### src/rtl/barrel_share_arbiter.sv
`default_nettype none
// ============================================================================
// Module      : barrel_share_arbiter
// Description : Shares one external combinational barrel shifter among up to
//               four valid/ready requesters; returns result plus owner index.
//               Optional macro BARREL_ARB_RR_EN selects round-robin priority
//               (fixed lowest-index priority when undefined).
// Revision    : 1.0 - initial release
// ============================================================================
module barrel_share_arbiter #(
   parameter int NREQ = 4,
   parameter int W    = 8,
   parameter int AW   = 3
) (
   input  logic               clk,
   input  logic               rst,
   input  logic [NREQ-1:0]    req_valid,
   output logic [NREQ-1:0]    req_ready,
   input  logic [NREQ*W-1:0]  req_a,
   input  logic [NREQ*AW-1:0] req_amt,
   output logic [W-1:0]       sh_a,
   output logic [AW-1:0]      sh_amt,
   input  logic [W-1:0]       sh_y,
   output logic               out_valid,
   input  logic               out_ready,
   output logic [W-1:0]       out_y,
   output logic [1:0]         out_id,
   output logic               busy
);

   localparam logic [1:0] c_idle  = 2'd0;
   localparam logic [1:0] c_shift = 2'd1;
   localparam logic [1:0] c_resp  = 2'd2;

   logic [1:0]      r_state;
   logic [W-1:0]    r_a;
   logic [AW-1:0]   r_amt;
   logic [1:0]      r_win;
   logic [W-1:0]    r_y;
   logic [1:0]      r_id;

   logic [1:0]      w_start;
   logic            w_found;
   logic [1:0]      w_winner;
   logic [NREQ-1:0] w_grant;
   logic [W-1:0]    w_sel_a;
   logic [AW-1:0]   w_sel_amt;

`ifdef BARREL_ARB_RR_EN
   logic [1:0] r_ptr;

   // Search begins one past the last winner, wrapping at NREQ.
   always_comb begin
      w_start = (int'(r_ptr) == NREQ-1) ? 2'd0 : r_ptr + 2'd1;
   end

   always_ff @(posedge clk or posedge rst) begin
      if (rst) begin
         r_ptr <= 2'(NREQ-1);
      end else if (r_state == c_idle && w_found) begin
         r_ptr <= w_winner;
      end
   end
`else
   assign w_start = 2'd0;
`endif

   always_comb begin
      int idx;
      w_found   = 1'b0;
      w_winner  = 2'd0;
      w_grant   = '0;
      w_sel_a   = '0;
      w_sel_amt = '0;
      idx       = 0;
      for (int k = 0; k < NREQ; k++) begin
         idx = int'(w_start) + k;
         if (idx >= NREQ) idx = idx - NREQ;
         for (int j = 0; j < NREQ; j++) begin
            if (!w_found && j == idx && req_valid[j]) begin
               w_found    = 1'b1;
               w_winner   = 2'(j);
               w_grant[j] = 1'b1;
               w_sel_a    = req_a[j*W +: W];
               w_sel_amt  = req_amt[j*AW +: AW];
            end
         end
      end
   end

   assign req_ready = (r_state == c_idle) ? w_grant : '0;
   assign sh_a      = r_a;
   assign sh_amt    = r_amt;
   assign out_valid = (r_state == c_resp);
   assign out_y     = r_y;
   assign out_id    = r_id;
   assign busy      = (r_state != c_idle);

   always_ff @(posedge clk or posedge rst) begin
      if (rst) begin
         r_state <= c_idle;
         r_a     <= '0;
         r_amt   <= '0;
         r_win   <= 2'd0;
         r_y     <= '0;
         r_id    <= 2'd0;
      end else begin
         case (r_state)
            c_idle: begin
               if (w_found) begin
                  r_a     <= w_sel_a;
                  r_amt   <= w_sel_amt;
                  r_win   <= w_winner;
                  r_state <= c_shift;
               end
            end
            c_shift: begin
               r_y     <= sh_y;
               r_id    <= r_win;
               r_state <= c_resp;
            end
            c_resp: begin
               if (out_ready) r_state <= c_idle;
            end
            default: r_state <= c_idle;
         endcase
      end
   end

endmodule
`default_nettype wire

### config.mk
export PLATFORM = sky130hd
export DESIGN_NAME = barrel_share_arbiter
export DESIGN_NICKNAME = d
export VERILOG_FILES = /design/src/rtl/barrel_share_arbiter.sv
export SDC_FILE = /design/constraint.sdc
export NUM_CORES = 1
export LEC_CHECK = 0
export ABC_AREA = 1
export CAP_MARGIN = 5
export CORE_MARGIN = 2
export CORE_UTILIZATION = 30
export CTS_BUF_LIST = sky130_fd_sc_hd__clkbuf_8
export DETAILED_ROUTE_END_ITERATION = 10
export PLACE_DENSITY_LB_ADDON = 0.05
export SYNTH_ARGS = -nofsm -noshare
export SYNTH_HDL_FRONTEND = slang
export SYNTH_SLANG_ARGS = --single-unit
### constraint.sdc
create_clock -name clk -period 1.7 [get_ports clk]
set_clock_uncertainty 0.1 [all_clocks]
set_input_delay 0.255 -clock clk [delete_from_list [all_inputs] [get_ports clk]]
set_output_delay 0.255 -clock clk [all_outputs]
set_load 0.02 [all_outputs]
; Yosys cells after proc, flatten, opt, wreduce, memory -nomap -nowiden
; Index checks and enable logic that the tools add are counted.
; W data, S select, Z words.
[op_classes]
muxes = 22
n_eq_ne = 4
n_reduce_logical = 10
[op_table]
columns = cell, n
row1 = $mux W8, 4
row2 = $mux W3, 4
row3 = $mux W1, 8
row4 = $mux W2, 4
row5 = $pmux W2 S3, 1
row6 = $mux W4, 1
row7 = $reduce_and A2 Y1, 2
row8 = $logic_and A1 B1 Y1, 3
row9 = $logic_not A1 Y1, 3
row10 = $eq A2 B1 Y1 const B, 1
row11 = $eq A2 B2 Y1 const B, 1
row12 = $logic_not A2 Y1, 1
row13 = $ne A2 B1 Y1 const B, 1
row14 = $ne A2 B2 Y1 const B, 1
row15 = $reduce_bool A2 Y1, 1
[totals]
input_bits = 59
ff_bits = 25
output_inout_bits = 27

; Longest topological paths before layout
[logic_depth]
ltp_word = 12
depth_mapped = 8

; Worst setup path before layout
; OpenSTA, ideal clock, no wires.
[synth_path]
kind = register -> output
start = register r_state[0]
end = output req_ready[2]
slack_ns = 0.046
arrival_time_ns = 1.299
n_path_buf = 0
stages_incl_launch_ff = 4
required_ns = 1.345
path_cell_list = dfrtp_1 -> nor2_1 -> inv_1 -> nor4_1
[synth_via]
elab_chain_len = 2
[synth_rtl]
columns = element, line
row1 = "start, declared", 35  ; logic [1:0] r_state;
row2 = "start signal, assigned", 101  ; r_state <= c_idle;
row3 = "start signal, assigned", 114  ; r_state <= c_shift;
row4 = "start signal, assigned", 120  ; r_state <= c_resp;
row5 = $logic_not A2 Y1, 91  ; assign req_ready = (r_state == c_idle) ? w_grant : '0;
row6 = $mux W4, 91
row7 = "end, declared", 18  ; output logic [NREQ-1:0] req_ready,
; No other way between the ends.

; Worst setup path in the final report
[layout_path]
start = register r_state[0]
end = output busy
[layout_via]
elab_chain_len = 1
[layout_rtl]
columns = element, line
row1 = $reduce_bool A2 Y1, 97  ; assign busy = (r_state != c_idle);
row2 = "end, declared", 28  ; output logic busy
; No other way between the ends.

==> impl_metrics.csv <==
group,metric,value,unit
pwr,leakagePower,1.163,nW
outcome,run_status,"finished, final reports clean",
clock_tree,clk_root_buf,"sky130_fd_sc_hd__clkbuf_8",
setup_path,crit_path_max_incr_delay,0.39,ns
timing,final_period_minus_worst_setup_slack,1.633,ns
pwr,overall_power,3.149,mW
pwr,comb_power_share,57.1,%
synth,netlist-cell-type-count,15,
run,max_cap_violations,0,
timing,timing.final.max_slew_violations,0,
global_routing,number_of_global_route_vias_before_repair,1577,
route,met1_length,1.759,mm
cells_and_area,nNetsFinal,342,
pwr,cellInternalPower,1.933,mW
clock_tree,cts_inserted_buffers,3,
synth,synth.net_count,246,
timing,post-route-period-util,96.03,%
timing,maxClockFrequency,0.6126,GHz
timing,holdWs,0.2353,ns
placement,place.gp.congestion,0.7935,
route,via_count,1557,
placement,dp_hpwl,3.181,mm
setup_path,cpMaxStageDelayCell,"sky130_fd_sc_hd__dfrtp_1",
route,drc_viols,0,
pwr,clkPwrFrac,10.4,%
route,detailedRoute.firstPassIterationCount,4,
placement,io_buffers,85,
synth,yosysTopAreaCell,"sky130_fd_sc_hd__dfrtp_1",
setup_path,worst_ep_arrival_time,1.28,ns
clock_tree,tritoncts,"done",
cells_and_area,num-fill-cells,423,
synth,synth-warning-count,0,
cells_and_area,regArea,625.6,sq um
cells_and_area,fraction_of_final_layout_cells_sized_beyond_drive_strength_1,12.77,%
synth,seq_area_frac_synth,44.68,%
die,boundaryPins,86,
setup_path,path_buf_inv,3,
route,met2_length,1.880,mm
cells_and_area,antenna_cells,0,
route,detailed_router_s_first_iteration_violation_count,61,
setup_path,setup.worst_path.class,"reg2out",
timing,hold_violations,0,
synth,ys_ff_latch,25,
clock_tree,cts_num_sinks,25,
global_routing,overall_global_routing_resource_usage,16.00,%
setup_path,r2r_slack,0.27,ns
setup_path,path_delay_family,"buffers and inverters",
setup_path,critical_path.endpoint_type,"output port",
die,die_h,72.32,um
synth,synth_top_cell_area_share,44.68,%
global_routing,grt_start_max_net_pins,26,
pwr,p_seq_share,32.5,%
synth,syn_avg_cell_area,7.487,sq um
clock_tree,worst_setup_hold_path_clk_slew,0.08,ns
setup_path,crit_path_start_kind,"flip-flop",
global_routing,antenna_violations_before_repair,0,
die,floorplan.initialDensity,31.72,%
timing,slew-limit-headroom,74.39,%
route,avgViaCountPerCell,4.662,
timing,worst-slew-pin-transition,0.3832,ns
die,placeableCoreArea,4414,sq um
pwr,netSwitchingFraction,38.62,%
setup_path,critical_path_peak_fanout,4,
pwr,irDropWorstVdd,0.8760,mV
route,drt-wirelength-per-cell,11.71,um
synth,synth.area.top_cells,"sky130_fd_sc_hd__dfrtp_1 45%, sky130_fd_sc_hd__nand2_1 17%, sky130_fd_sc_hd__nand3_1 12%, sky130_fd_sc_hd__mux2_2 6.4%, sky130_fd_sc_hd__inv_1 5.6%",
clock_tree,cts-hold-fix-buffers,0,
timing,setup_viol,0,
clock_tree,worstSkewPairLatency,0.26,ns
cells_and_area,multi_input_comb_area,643.1,sq um
synth,syn_inst,187,
route,drt.antenna.violating_nets,0,
global_routing,grt_overflow,0,
setup_path,crit_required,1.34,ns
clock_tree,h-tree-depth,1,
pwr,powerDensity,1303,nW/um^2
timing,final.setup.tns,0,ns
setup_path,list_of_cells_traversed_by_the_critical_path,"nor2_2 > inv_1 > buf_4 > clkdlybuf4s15_1",
die,fp-row-count,24,
die,dieArea,5229,sq um
clock_tree,clock_path_buffers,2,
route,met3_wirelength,243,um
die,die_width,72.32,um
global_routing,grt_first_pass_wirelength,6.782,mm
route,final_wirelength,3.911,mm
synth,synth_area,1400,sq um
cells_and_area,area_growth_syn_to_layout,72.56,%
worst_hold_path,hold_path.class,"in2async",
pwr,switching_power,1.216,mW
route,uppermost_layer_routed,"met4",
-- power groups by stage --
stage / registers (mW) / logic [mW] / clock network (mW)
2_1_floorplan: 1.31 / 0.658 / 0
3_3_place_gp: 1.03 / 1.84 / 0
3_5_place_dp: 1.03 / 1.85 / 0
4_1_cts: 1.02 / 1.83 / 0.337
5_1_grt: 1.06 / 1.96 / 0.369
6_report: 1.02 / 1.80 / 0.326
-- worst min-delay path, delay by kind of cell --
kind	cells	cell delay [ns]
buffers and inverters	3	0.74
-- cell type report --
cell class	instances	share of cell area, %
clock buffer	3	1.709
tap	52	2.693
inverter	22	3.418
clock inverter	1	0.1554
sequential	25	25.89
multi-input combinational	129	26.62
timing repair buffer	102	39.51
-- synth_stat cells, drive strengths merged --
cell,count
nor4,1
clkbuf,3
inv,22
nand4,11
buf,8
o21ai,5
nand2,62
nor2,7
dfrtp,25
nand3,34
mux2,8
nand3b,1
-- flip-flops by register name (all words and copies together) (netlist names) --
name	flops
out_y	8
sh_a	8
out_id	2
sh_amt	3
r_win	2
r_state	2
-- worst paths after layout --
kind                                   startpoint               endpoint  cells past startpoint
setup / recovery           r_state[0]$_DFFE_PP0P_                   busy                      4
hold reg to reg             sh_amt[2]$_DFFE_PP0P_  sh_amt[2]$_DFFE_PP0P_                      2
max in group asynchronous                     rst   out_y[4]$_DFFE_PP0N_                      3
hold / removal                                rst    sh_a[2]$_DFFE_PP0P_                      3
min in group clk            sh_amt[2]$_DFFE_PP0P_  sh_amt[2]$_DFFE_PP0P_                      2
setup reg to reg           r_state[0]$_DFFE_PP0P_   out_y[5]$_DFFE_PP0N_                      3
-- metrics by stage --
step	worst slack (ns)	std cells	util, %	instance area, sq um
after floorplan	0.04574	187	-	1400
after global placement	-0.4316	330	54.05	2386
after detailed placement	-0.4499	330	54.05	2386
after CTS	0.02189	334	54.68	2414
after global routing	-0.0003577	334	54.73	2416
final	0.06749	334	54.73	2416
-- per-layer routing --
metal	track usage [%]	vias up
met3	3.889	4
li1	-	794
met1	20.77	711
met4	1.258	0
met5	0	-
met2	28.13	48
-- layout by cell type (no fill, tap or decap), types with 3 or more instances in the layout --
cell type / n
sky130_fd_sc_hd__clkdlybuf4s50_1: 77
sky130_fd_sc_hd__nand2_1: 62
sky130_fd_sc_hd__nand3_1: 34
sky130_fd_sc_hd__dfrtp_1: 25
sky130_fd_sc_hd__inv_1: 22
sky130_fd_sc_hd__buf_4: 17
sky130_fd_sc_hd__nand4_1: 11
sky130_fd_sc_hd__mux2_2: 8
sky130_fd_sc_hd__nor2_1: 5
sky130_fd_sc_hd__o21ai_0: 5
sky130_fd_sc_hd__buf_2: 4
sky130_fd_sc_hd__clkbuf_8: 3
sky130_fd_sc_hd__dlygate4sd2_1: 3
-- what timing repair did --
item	4_1_cts	5_1_grt
endpoints found under the setup margin	6	4
resized for setup	23	1
setup buffers	0	0
-- cell families (layout without fill, tap and decap cells) --
logic type	Yosys count	in the layout	share of synthesized area (%)
AOI/OAI and AO/OA	5	5	1.787
buffers and inverters	33	128	10.01
DFF	25	25	44.68
muxes	8	8	6.435
and+or+nand+nor	116	116	37.09
(Power assumes the default switching activity.)
==> RTL change 1 (config.mk and constraints unchanged) <==
Build with the macro `BARREL_ARB_RR_EN` defined.
--- a/src/rtl/barrel_share_arbiter.sv
+++ b/src/rtl/barrel_share_arbiter.sv
@@ -8,4 +8,6 @@
 // Revision    : 1.0 - initial release
 // ============================================================================
+`define BARREL_ARB_RR_EN
+
 module barrel_share_arbiter #(
    parameter int NREQ = 4,
Function: changed (Yosys sat finds a counterexample within 4 cycles, from zero or initial values and one cycle with rst high).
==> RTL change 1 against the original RTL <==
The run now ends with setup timing left. Synthesized area up 110%. Design area grew 120%. Sequential cell count increased by 2. Total power rose to 2.6 times the old value. Worst setup slack worse by 1000 ps. Die area increased by 100%. Fmax decreased by 38%. Hold slack improved by 4.0 ps. Wire length grew to 3.1 times the old value. Synthesized cell count rose to 2.8 times the old value.
==> RTL change 1: results (changes against the original RTL) <==
reg2reg setup slack=-840 ps (was 270 ps); Non-clk bufs=218 (was 102); Post-CTS Setup Repair Bufs=8 (was 0); Post-DP Area=4870 µm² (was 2390 µm²); GP Congestion=0.874 (was 0.794); Final setup viols=20 (was 0); WL met3=621 µm (was 243 µm); met2 Use GR=0.401 (was 0.281); cts repair resizes=54 (was 23); Pint=0.00416 W (was 0.00193 W); total wire length=11.9 mm (was 3.91 mm); status=complete, but fails checks (was finished clean); Peak VDD IR=0.665 mV (was 0.876 mV); CTS H-tree depth=1 (unchanged); vias in the first global route=3830 (was 1577); sequential-to-total area share from yosys stat=0.230 (was 0.447); DP Worst Slack=-1270 ps (was -450 ps); synth top area cells=dfrtp_1 (21%), nand3_1 (20%), nor2_1 (17%) (was dfrtp_1 (45%), nand2_1 (17%), nand3_1 (12%)); multiplexer share of the synthesized area=0.0344 (was 0.0643); via density per instance=4.84 (was 4.66); CLK BUF=3 (unchanged); violated checks=setup timing; Ys Warns=0 (unchanged); M3 GR Usage=0.0142 (was 0.0389); register area=678 µm² (was 626 µm²); antenna violations before repair=0 (unchanged); most frequent cells after synthesis=nor2_1 (137), nand3_1 (117), nand2_1 (82) (was nand2_1 (62), nand3_1 (34), dfrtp_1 (25)); Rel. slew slack=0.728 (was 0.744); port buffer count=85 (unchanged); nonclk inv count=71 (was 22); syn_nets=579 (was 246); Filler cells=1039 (was 423); Multi-In Gates=396 (was 129); Worst Slack Setup Final=-939 ps (was 67.5 ps); Seq cells post-synth=27 (was 25); pin count of the biggest net entering global routing=28 (was 26); All-Layer GR Usage=0.224 (was 0.160); nets=776 (was 342); syn_area_per_cell=5.67 µm² (was 7.49 µm²); Synth Area in XOR/XNOR=0 (unchanged); fraction of area in multi-input gates=0.404 (was 0.266); WL met1=5.24 mm (was 1.76 mm); post-DP HPWL=9.00 mm (was 3.18 mm); Hold Path Class=in -> async (unchanged); Leakage=2.49 nW (was 1.16 nW); met1 Track Usage GR=0.285 (was 0.208); WL met2=5.84 mm (was 1.88 mm); Compound-Gate Fraction of Synth Area=0.0289 (was 0.0179); Non-clock buffer share=0.373 (was 0.395); Reg power frac=0.146 (was 0.325); CP arrival=2280 ps (was 1280 ps); Cell variety after synth=28 (was 15); clock power share=0.042 (was 0.104); clk tree area frac=0.00866 (was 0.0186); worst-path maximum fanout=5 (was 4); Initial DRC Count=248 (was 61); Clk Latency, worst-skew pair=260 ps (about the same); share of post-route cells with drive strength above 1=0.288 (was 0.128); Async SR Flop Fraction=1.00 (unchanged); first-pass GRT wire length=18.7 mm (was 6.78 mm)
RTL change 1: worst max-delay path, stage by stage (launching register included):
cell and delay [ps]:
dfstp_2 590, nor2_1 50, nand2_1 90, nand2_2 70
nor2_4 120, nand4_4 100, nor2_4 180, nand4_4 130
nor3_4 180, nand4_1 190, a31oi_4 180, buf_6 140
RTL change 1: worst paths after layout:
check | start | cells past startpoint | to
min | rst | 3 | sh_a[2]
max | r_ptr[0] | 11 | req_ready[3]
max in group asynchronous | rst | 3 | r_ptr[1]
min reg2reg | out_id[1] | 2 | out_id[1]
min in group clk | out_id[1] | 2 | out_id[1]
max reg2reg | r_ptr[1] | 14 | sh_amt[1]
RTL change 1: stage by stage:
step	hold slack, ps	std cells	util	power, W	TNS [ps]
6_report	239	849	0.540	0.00815	-16280
3_5_place_dp	378	834	0.506	0.00714	-20210
3_3_place_gp	366	834	0.506	0.00709	-19610
5_1_grt	282	849	0.540	0.00885	-19560
2_1_floorplan	206	520	-	0.00458	-11230
4_1_cts	250	846	0.527	0.00783	-16550
==> RTL change 2 (same flow settings) <==
Without the edit above. Change the parameter `NREQ` from 4 to 3.
--- a/src/rtl/barrel_share_arbiter.sv
+++ b/src/rtl/barrel_share_arbiter.sv
@@ -9,5 +9,5 @@
 // ============================================================================
 module barrel_share_arbiter #(
-   parameter int NREQ = 4,
+   parameter int NREQ = 3,
    parameter int W    = 8,
    parameter int AW   = 3
Interface: changed (resized req_a, req_amt, req_ready and req_valid); port bits go from 86 to 73. The function was not compared with the original's and may differ.
==> RTL change 2 against the original RTL <==
Sequential cell count unchanged. Total power about the same. Synthesized area down 11%. Worst setup slack worse by 17 ps. Die area down 10%. Wire length down 7.5%. Design area down 12%.
==> RTL change 2: results (changes against the original RTL) <==
All-Layer GR Usage=0.161 (was 0.160); Root Driver=clkbuf_8 (unchanged); Fin Setup TNS=0 ps (unchanged); share of post-route cells with drive strength above 1=0.107 (was 0.128); routed len/inst=12.4 µm (was 11.7 µm); cell count of the worst reg-to-reg path=5 (was 3); Async SR Flop Fraction=1.00 (unchanged); Ys Warns=0 (unchanged); CTS Buf Count=3 (unchanged); post-DP HPWL=2.77 mm (was 3.18 mm); CTS H-tree depth=1 (unchanged); CP peak stage delay=420 ps (was 390 ps); pin count of the biggest net entering global routing=26 (unchanged); Filler cells=381 (was 423); FF-to-FF End=out_id[0] (was out_y[5]); first drt pass iteration count=4 (unchanged); Leakage=1.03 nW (was 1.16 nW); reg2reg setup slack=370 ps (was 270 ps); Initial DRC Count=42 (was 61); vias=1340 (was 1557); Worst-Margin Slew=364 ps (was 383 ps); clk slew on worst S/H paths=90 ps; total wire length=3.62 mm (was 3.91 mm); final instance area=2120 µm² (was 2420 µm²); Pint=0.00186 W (was 0.00193 W); Clk Latency, worst-skew pair=260 ps (about the same); syn_area_per_cell=7.64 µm² (was 7.49 µm²); status=finished clean (unchanged); Worst path slowest cell=dfrtp_1 (unchanged); GP Congestion=0.769 (was 0.794); syn_nets=211 (was 246); Post-synth top flop=dfrtp_1 (unchanged); first-pass GRT wire length=5.76 mm (was 6.78 mm); Worst R2R Start=r_state[1] (was r_state[0]); Post-CTS Setup Repair Bufs=0 (unchanged); Post-DP Area=2070 µm² (was 2390 µm²); CTS max path bufs=2 (unchanged); port buffer count=72 (was 85); Cell variety after synth=15 (unchanged); antenna diode instance count=0 (unchanged); CP arrival=1290 ps; most frequent cells after synthesis=nand2_1 (67), nand3_1 (42), dfrtp_1 (25) (was nand2_1 (62), nand3_1 (34), dfrtp_1 (25)); antenna violations before repair=0 (unchanged); synth top area cells=dfrtp_1 (50%), nand2_1 (20%), nand3_1 (17%) (was dfrtp_1 (45%), nand2_1 (17%), nand3_1 (12%)); Peak VDD IR=0.597 mV (was 0.876 mV); sequential-to-total area share from yosys stat=0.500 (was 0.447); Hold Path Class=in -> async (unchanged); nets=291 (was 342); Crit path max-delay family=buffers and inverters (unchanged); worst-path maximum fanout=3 (was 4)
[RTL change 2: how the worst max path moves through the flow]
| stage | slack, ps | depth (start not counted) | start | to |
|---|---|---|---|---|
| CTS | 4 | 4 | r_state[0] | busy |
| floorplan | 420 | 3 | r_state[0] | req_ready[2] |
| global route | 9 | 4 | r_state[1] | busy |
| finish | 50 | 4 | r_state[0] | busy |
| global placement | -310 | 5 | req_valid[0] | req_ready[1] |
| detailed placement | -360 | 5 | req_valid[0] | req_ready[1] |
[RTL change 2: cell families (layout without fill, tap and decap cells)]
logic type,Yosys count,after routing,synth area share
and+or+nand+nor,116,116,0.405
DFF,25,25,0.500
buffers and inverters,18,97,0.0729
AOI/OAI and AO/OA,5,5,0.0230
[RTL change 2: power groups by stage]
stage               Combinational (W)  Sequential, W  Clock, W
floorplan                    0.000657        0.00130         0
global placement              0.00181        0.00102         0
detailed placement            0.00183        0.00102         0
CTS                           0.00181        0.00101  0.000364
global route                  0.00197        0.00105  0.000392
finish                        0.00179        0.00101  0.000354
[RTL change 2: area by class of cell]
class | instances | area share
clock buffers | 3 | 0.0195
clock inverters | 1 | 0.00236
inverters | 8 | 0.0142
multi-input cells | 121 | 0.253
flip-flops and latches | 25 | 0.295
well taps | 50 | 0.0295
repair buffers | 85 | 0.387
[RTL change 2: through the flow]
stage / setup WS (ps) / hold slack, ps
detailed placement: -356 / 361
global route: 8.50 / 286
CTS: 3.61 / 251
finish: 50.8 / 245
floorplan: 422 / 182
global placement: -309 / 353
[RTL change 2: what timing repair did]
item	CTS	global route
gates resized for setup	12	2
endpoints found under the hold margin	0	0
endpoints found under the setup margin	5	3
hold buffers	0	0
[RTL change 2: metal layers]
layer / vias to the layer above / global-route usage / share of wire
met5: - / 0 / 0
met2: 59 / 0.267 / 0.46
met4: 0 / 0.0400 / 0.0055
met3: 2 / 0.0341 / 0.075
met1: 597 / 0.212 / 0.46
li1: 682 / - / -
[RTL change 2: worst min-delay path, stage by stage]
cell and delay, ps:
clkdlybuf4s50_1 400, inv_1 50, buf_4 310
